===== config.mk =====
export PLATFORM = sky130hd
export DESIGN_NAME = regfile_wb_scheduler
export DESIGN_NICKNAME = d
export VERILOG_FILES = /design/src/rtl/regfile_sched_pkg.sv /design/src/rtl/sched_result_fifo.sv /design/src/rtl/regfile_wb_scheduler.sv
export SDC_FILE = /design/constraint.sdc
export NUM_CORES = 1
export LEC_CHECK = 0
export BUFFER_PORTS_ARGS = -buffer_cell sky130_fd_sc_hd__buf_4
export CELL_PAD_IN_SITES_DETAIL_PLACEMENT = 1
export CELL_PAD_IN_SITES_GLOBAL_PLACEMENT = 2
export CORE_MARGIN = 5
export CORE_UTILIZATION = 32
export CTS_CLUSTER_SIZE = 20
export DETAILED_ROUTE_END_ITERATION = 7
export PLACE_DENSITY = 0.86
export SKIP_LAST_GASP = 1
export SYNTH_ARGS = -nofsm -noshare
export SYNTH_HDL_FRONTEND = slang
export SYNTH_SLANG_ARGS = --single-unit

===== constraint.sdc =====
create_clock -name clk -period 3.93 [get_ports clk]
set_input_delay 0.393 -clock clk [delete_from_list [all_inputs] [get_ports clk]]
set_output_delay 0.393 -clock clk [all_outputs]
set_load 0.01 [all_outputs]

===== src/rtl/regfile_sched_pkg.sv =====
// Shared types and constants for the register-file writeback scheduler.
// Contents:
//   XLEN       data width of the register file
//   REG_IDX_W  register index width
//   REG_ZERO   index of the hard-wired zero register
//   wb_entry_t one pending register write (destination and data)
package regfile_sched_pkg;

   localparam int XLEN      = 32;
   localparam int REG_IDX_W = 5;

   localparam logic [REG_IDX_W-1:0] REG_ZERO = '0;

   typedef struct packed {
      logic [REG_IDX_W-1:0] rd;
      logic [XLEN-1:0]      data;
   } wb_entry_t;

endpackage


===== src/rtl/sched_result_fifo.sv =====
// Small FIFO that holds MDU results while the pipeline writeback stage owns
// the register-file write port.
// Ports:
//   clk, rst       clock, asynchronous active-high reset
//   push_i         enqueue push_data_i (ignored when full)
//   push_data_i    entry to enqueue
//   pop_i          dequeue the head entry (ignored when empty)
//   head_o         oldest entry, valid while empty_o is low
//   full_o         no free entry
//   empty_o        no stored entry
module sched_result_fifo
   import regfile_sched_pkg::*;
#(
   parameter int BUF_DEPTH = 2
) (
   input  logic      clk,
   input  logic      rst,
   input  logic      push_i,
   input  wb_entry_t push_data_i,
   input  logic      pop_i,
   output wb_entry_t head_o,
   output logic      full_o,
   output logic      empty_o
);

   localparam int AW = $clog2(BUF_DEPTH);

   // Pointers carry one extra wrap bit so full and empty can be told apart
   // when the index bits are equal.
   logic [AW:0] wr_ptr_q, wr_ptr_d;
   logic [AW:0] rd_ptr_q, rd_ptr_d;
   wb_entry_t   mem_q [BUF_DEPTH];

   logic do_push;
   logic do_pop;

   assign empty_o = (wr_ptr_q == rd_ptr_q);
   assign full_o  = (wr_ptr_q[AW] != rd_ptr_q[AW]) &&
                    (wr_ptr_q[AW-1:0] == rd_ptr_q[AW-1:0]);
   assign head_o  = mem_q[rd_ptr_q[AW-1:0]];

   assign do_push = push_i & ~full_o;
   assign do_pop  = pop_i & ~empty_o;

   always_comb begin
      wr_ptr_d = wr_ptr_q;
      rd_ptr_d = rd_ptr_q;
      if (do_push) wr_ptr_d = wr_ptr_q + 1'b1;
      if (do_pop)  rd_ptr_d = rd_ptr_q + 1'b1;
   end

   always_ff @(posedge clk or posedge rst) begin
      if (rst) begin
         wr_ptr_q <= '0;
         rd_ptr_q <= '0;
      end else begin
         wr_ptr_q <= wr_ptr_d;
         rd_ptr_q <= rd_ptr_d;
      end
   end

   // NOTE: storage has no reset; the pointers alone decide which entries
   // are meaningful, so clearing the array would only cost reset fan-out.
   always_ff @(posedge clk) begin
      if (do_push) mem_q[wr_ptr_q[AW-1:0]] <= push_data_i;
   end

endmodule


===== src/rtl/regfile_wb_scheduler.sv =====
// Owns the single write port of the 32x32 register file. The in-order
// writeback stage always wins the port; MDU results go straight through
// when the port is free and are buffered otherwise. A per-register
// scoreboard of outstanding MDU destinations stalls decode on RAW/WAW
// hazards, and a counter caps the number of MDU ops in flight.
// Ports:
//   clk, rst                       clock, asynchronous active-high reset
//   id_valid, id_rs1, id_rs2,      decode-stage instruction and operand use
//   id_uses_rs1, id_uses_rs2,
//   id_rd, id_long
//   id_stall                       hold decode this cycle
//   wb_valid, wb_rd, wb_data       pipeline writeback request
//   mdu_valid, mdu_rd, mdu_data    MDU result offer
//   mdu_ready                      MDU result accepted this cycle
//   rf_we, rf_rd, rf_wdata         register-file write port
module regfile_wb_scheduler
   import regfile_sched_pkg::*;
#(
   parameter int NREG      = 32,
   parameter int BUF_DEPTH = 2,
   parameter int MAX_LONG  = 4
) (
   input  logic                 clk,
   input  logic                 rst,
   input  logic                 id_valid,
   input  logic [REG_IDX_W-1:0] id_rs1,
   input  logic [REG_IDX_W-1:0] id_rs2,
   input  logic                 id_uses_rs1,
   input  logic                 id_uses_rs2,
   input  logic [REG_IDX_W-1:0] id_rd,
   input  logic                 id_long,
   output logic                 id_stall,
   input  logic                 wb_valid,
   input  logic [REG_IDX_W-1:0] wb_rd,
   input  logic [XLEN-1:0]      wb_data,
   input  logic                 mdu_valid,
   input  logic [REG_IDX_W-1:0] mdu_rd,
   input  logic [XLEN-1:0]      mdu_data,
   output logic                 mdu_ready,
   output logic                 rf_we,
   output logic [REG_IDX_W-1:0] rf_rd,
   output logic [XLEN-1:0]      rf_wdata
);

   localparam int CNT_W = $clog2(MAX_LONG + 1);

   logic [NREG-1:0]  busy_q, busy_d;
   logic [CNT_W-1:0] long_cnt_q, long_cnt_d;

   wb_entry_t fifo_head;
   wb_entry_t fifo_in;
   logic      fifo_full;
   logic      fifo_empty;
   logic      fifo_push;
   logic      fifo_pop;

   logic                 mdu_direct;  // MDU result takes the port this cycle
   logic                 mdu_wr;      // an MDU result retires (buffered or direct)
   logic [REG_IDX_W-1:0] mdu_wr_rd;
   logic                 issue_long;

   // ---------------------------------------------------------------------
   // Hazard check: purely from registered state, so a scoreboard clear on
   // this edge only unblocks decode on the next cycle.
   // ---------------------------------------------------------------------
   always_comb begin
      id_stall = 1'b0;
      if (id_valid) begin
         id_stall = (id_uses_rs1 & busy_q[id_rs1]) |
                    (id_uses_rs2 & busy_q[id_rs2]) |
                    busy_q[id_rd] |
                    (id_long & (long_cnt_q == CNT_W'(MAX_LONG)));
      end
   end

   assign issue_long = id_valid & ~id_stall & id_long;

   // ---------------------------------------------------------------------
   // Write-port arbitration: WB first, then buffer head, then fall-through.
   // A destination of x0 still consumes its slot but never raises rf_we.
   // Gated by rst so the port is quiet for the whole reset interval.
   // ---------------------------------------------------------------------
   // NOTE: every output of a combinational block gets a default first, so
   // no path through the branches can leave a value held (latch).
   always_comb begin
      rf_we      = 1'b0;
      rf_rd      = REG_ZERO;
      rf_wdata   = '0;
      fifo_pop   = 1'b0;
      mdu_direct = 1'b0;
      mdu_wr     = 1'b0;
      mdu_wr_rd  = REG_ZERO;
      if (!rst) begin
         if (wb_valid && (wb_rd != REG_ZERO)) begin
            rf_we    = 1'b1;
            rf_rd    = wb_rd;
            rf_wdata = wb_data;
         end else if (!fifo_empty) begin
            fifo_pop  = 1'b1;
            mdu_wr    = 1'b1;
            mdu_wr_rd = fifo_head.rd;
            if (fifo_head.rd != REG_ZERO) begin
               rf_we    = 1'b1;
               rf_rd    = fifo_head.rd;
               rf_wdata = fifo_head.data;
            end
         end else if (mdu_valid) begin
            mdu_direct = 1'b1;
            mdu_wr     = 1'b1;
            mdu_wr_rd  = mdu_rd;
            if (mdu_rd != REG_ZERO) begin
               rf_we    = 1'b1;
               rf_rd    = mdu_rd;
               rf_wdata = mdu_data;
            end
         end
      end
   end

   // Ready depends only on registered fullness: a pop this cycle does not
   // open a slot for a push in the same cycle.
   assign mdu_ready    = ~fifo_full;
   assign fifo_push    = ~rst & mdu_valid & ~fifo_full & ~mdu_direct;
   assign fifo_in.rd   = mdu_rd;
   assign fifo_in.data = mdu_data;

   sched_result_fifo #(
      .BUF_DEPTH (BUF_DEPTH)
   ) u_result_fifo (
      .clk         (clk),
      .rst         (rst),
      .push_i      (fifo_push),
      .push_data_i (fifo_in),
      .pop_i       (fifo_pop),
      .head_o      (fifo_head),
      .full_o      (fifo_full),
      .empty_o     (fifo_empty)
   );

   // ---------------------------------------------------------------------
   // Scoreboard and in-flight counter
   // ---------------------------------------------------------------------
   always_comb begin
      busy_d = busy_q;
      if (mdu_wr) busy_d[mdu_wr_rd] = 1'b0;
      if (issue_long && (id_rd != REG_ZERO)) busy_d[id_rd] = 1'b1;
      busy_d[REG_ZERO] = 1'b0;

      long_cnt_d = long_cnt_q;
      case ({issue_long, mdu_wr})
         2'b10:   long_cnt_d = long_cnt_q + 1'b1;
         2'b01:   long_cnt_d = long_cnt_q - 1'b1;
         default: long_cnt_d = long_cnt_q;
      endcase
   end

   // NOTE: sequential state is updated only with non-blocking assignments so
   // every register samples the pre-edge value of its inputs.
   always_ff @(posedge clk or posedge rst) begin
      if (rst) begin
         busy_q     <= '0;
         long_cnt_q <= '0;
      end else begin
         busy_q     <= busy_d;
         long_cnt_q <= long_cnt_d;
      end
   end

endmodule


==> impl_metrics.yaml <==
outcome:
  status: "completed"
die:
  die_x_um: 154
  die_area_um2: 23800
  ios: 137
  initial_core_util: 0.327
  rows: 52
  die_y_um: 154
  coreArea_um2: 20400
worst_setup_path:
  path_delay_family: "simple AND/OR/NAND/NOR gates"
  worstRegToRegCells: 6
  r2r_start: "u_result_fifo.rd_ptr_q[0]$_DFFE_PP0P_"
  startpoint: "u_result_fifo.rd_ptr_q[0]$_DFFE_PP0P_"
  cp_common_cell: "buf_4"
  crit_buf_inv: 2
  crit_arrival_ps: 3190
  worstPathCellList: "xnor2_1, nand2_2, buf_4, a211oi_1, a21oi_1, nor2_1, buf_4"
  worstSetupPathType: "reg2out"
  worstSetupEndpointType: "primary output"
  r2r-end: "busy_q[8]$_DFF_PP0_"
  cp_max_fo: 35
  rrSetupSlack_ps: 720
  startpoint_type: "flip-flop"
  cp_slowest_stage_delay_ps: 600
  crit_required_ps: 3540
  slowest_stage: "xnor2_1"
synth:
  synth.net_count: 732
  ys_top_cells_by_area: "edfxtp_1 33%, dfrtp_1 14%, mux2i_1 8.0%"
  async_reset_ff_frac: 0.339
  yosysTopAreaCellShare: 0.334
  avgSynthCellArea_um2: 10.5
  yosysTopAreaCell: "edfxtp_1"
  yosysMostFrequentCell: "nor2_1"
  synth_warnings: 0
  netlist_area_um2: 6650
  yosys_register_bits: 112
  synth_cell_types: 55
  synth_edf_count: 74
  yosysSeqAreaShare: 0.477
  netlist_top_cells_count: "94 x nor2_1, 74 x edfxtp_1, 53 x mux2i_1"
  synth_top_flop_cell: "edfxtp_1"
  syn_inst: 633
final_layout:
  finalCoreUtilization: 0.402
  final_cells: 1021
  n_antenna_cell: 0
  nets: 845
  drive_gt1_frac: 0.300
  areaGrowthSynthToFinish_pct: 23.2
run:
  drv_cap: 0
clocking:
  ctsHoldBuffers: 0
  cts_tree: "done"
  post_cts_resized: 0
  root_buffer: "clkbuf_16"
  clkSinkCount: 112
  cts_made_buffers: 9
  htree_levels: 3
  clk_pin_slew_ps: 80
  clk_path_buf_depth: 2
  clkLatencyLatePin_ps: 360
  cts_setup_buffers: 0
min_path:
  hold_class: "in2async"
power_and_ir_drop:
  leakage_nw: 3.22
  peakVddDrop_mv: 0.269
  powerDensity_nw_per_um2: 586
  p_total_w: 0.00480
timing:
  fmax_mhz: 279
  hold_viol: 0
  grt_setup_unrepaired: "no"
  setup_tns_ps: 0
  period_minus_slack_ps: 3580
  fin_crit_sh: 0.910
  setup_viol: 0
  slew_violations: 0
  finClkSkew_ps: 12.9
  relSlewSlack: 0.338
  worstMarginPinSlew_ps: 993
detailed_routing:
  drt_iter0_markers: 268
  drtPass1Iterations: 7
  viasPerCell: 5.48
  postRouteAntennaNets: 0
  totalWireLength_mm: 20.6
  wl_per_cell_um: 20.2
  num_vias: 5594
  drc_errors: 0
grt:
  grt_max_degree: 73
  first_global_vias: 6000
  grt_pass1_wl_mm: 33.4
  grt_antenna_before_repair: 0
  grt.total_usage: 0.173
  gr-total-overflow: 0
placement:
  placed_cells: 1005
  dp_hpwl_mm: 15.3
  io_buffers: 136
  gp_congestion: 0.869
where the power goes:
part | internal [W] | leakage [nW] | switching [W]
clock network | 0.000471 | 0.152 | 0.000471
logic | 0.000867 | 1.90 | 0.00134
registers | 0.00147 | 1.17 | 0.000185
cell families after synthesis:
logic type,Yosys count,share of synthesized area
XOR/XNOR,10,0.0132
AND/OR/NAND/NOR,211,0.148
flip-flops,112,0.477
adder cells (fa/ha/maj),2,0.00489
AO/OA/AOI/OAI,172,0.174
buffers and inverters,49,0.0348
multiplexers,77,0.148
cell type report:
cell class	count	area, um2
Clock buffer	10	239
Clock inverter	6	70.1
Fill cell	2294	12200
Inverter	6	22.5
Multi-Input combinational cell	472	3260
Sequential cell	112	3170
Tap cell	270	338
Timing Repair Buffer	145	1090
layout by cell type, fill, tap and decap left out, types with 3 or more instances in the layout:
cell         n
inv_6        3
xor2_1       5
nand4_1      9
clkbuf_16    9
mux2_2       8
a211oi_2     3
o21ai_2     30
inv_1        6
edfxtp_1    74
nand2_1     47
o211ai_1     3
xnor2_1      5
nor2_1      94
a211oi_1    34
a21oi_1     39
nand3_1     15
o21ai_1      4
o21ai_0     35
dfrtp_1     37
mux4_2      15
mux2i_1     53
and3_1       5
a21o_1       6
nor3_1       5
nand3b_1    10
buf_4      145
nor2b_1      8
stage by stage:
| step | worst slack, ps | area, um2 | hold slack [ps] |
|---|---|---|---|
| after floorplan | 489 | 6660 | 434 |
| after global placement | 871 | 7880 | 439 |
| after detailed placement | 794 | 7880 | 447 |
| after CTS | 344 | 8190 | 50.9 |
| after global routing | 58.8 | 8190 | 83.4 |
| final | 352 | 8190 | 61.9 |
registers in the layout, summed over array words and instances (netlist names):
name                    count
u_result_fifo.wr_ptr_q      2
u_result_fifo.rd_ptr_q      2
u_result_fifo.mem_q        74
busy_q                     31
long_cnt_q                  3
per-layer routing:
metal	vias to the layer above	share of wire	routed length, um	track usage
li1	2608	-	-	-
met1	2796	0.45	9220	0.234
met2	173	0.47	9800	0.279
met3	17	0.064	1320	0.0391
met4	0	0.015	302	0.0467
met5	-	0	0	0
worst max-delay path by stage:
stage                                               end  slack [ps]  cells past startpoint
global route                                rf_wdata[3]          60                      7
detailed placement            long_cnt_q[2]$_DFFE_PP0P_         790                     13
finish                                      rf_wdata[3]         350                      7
global placement              long_cnt_q[2]$_DFFE_PP0P_         870                     13
floorplan           u_result_fifo.mem_q[0][0]$_DFFE_PP_         490                      3
CTS                                         rf_wdata[5]         340                      7
(Power assumes the default switching activity.)
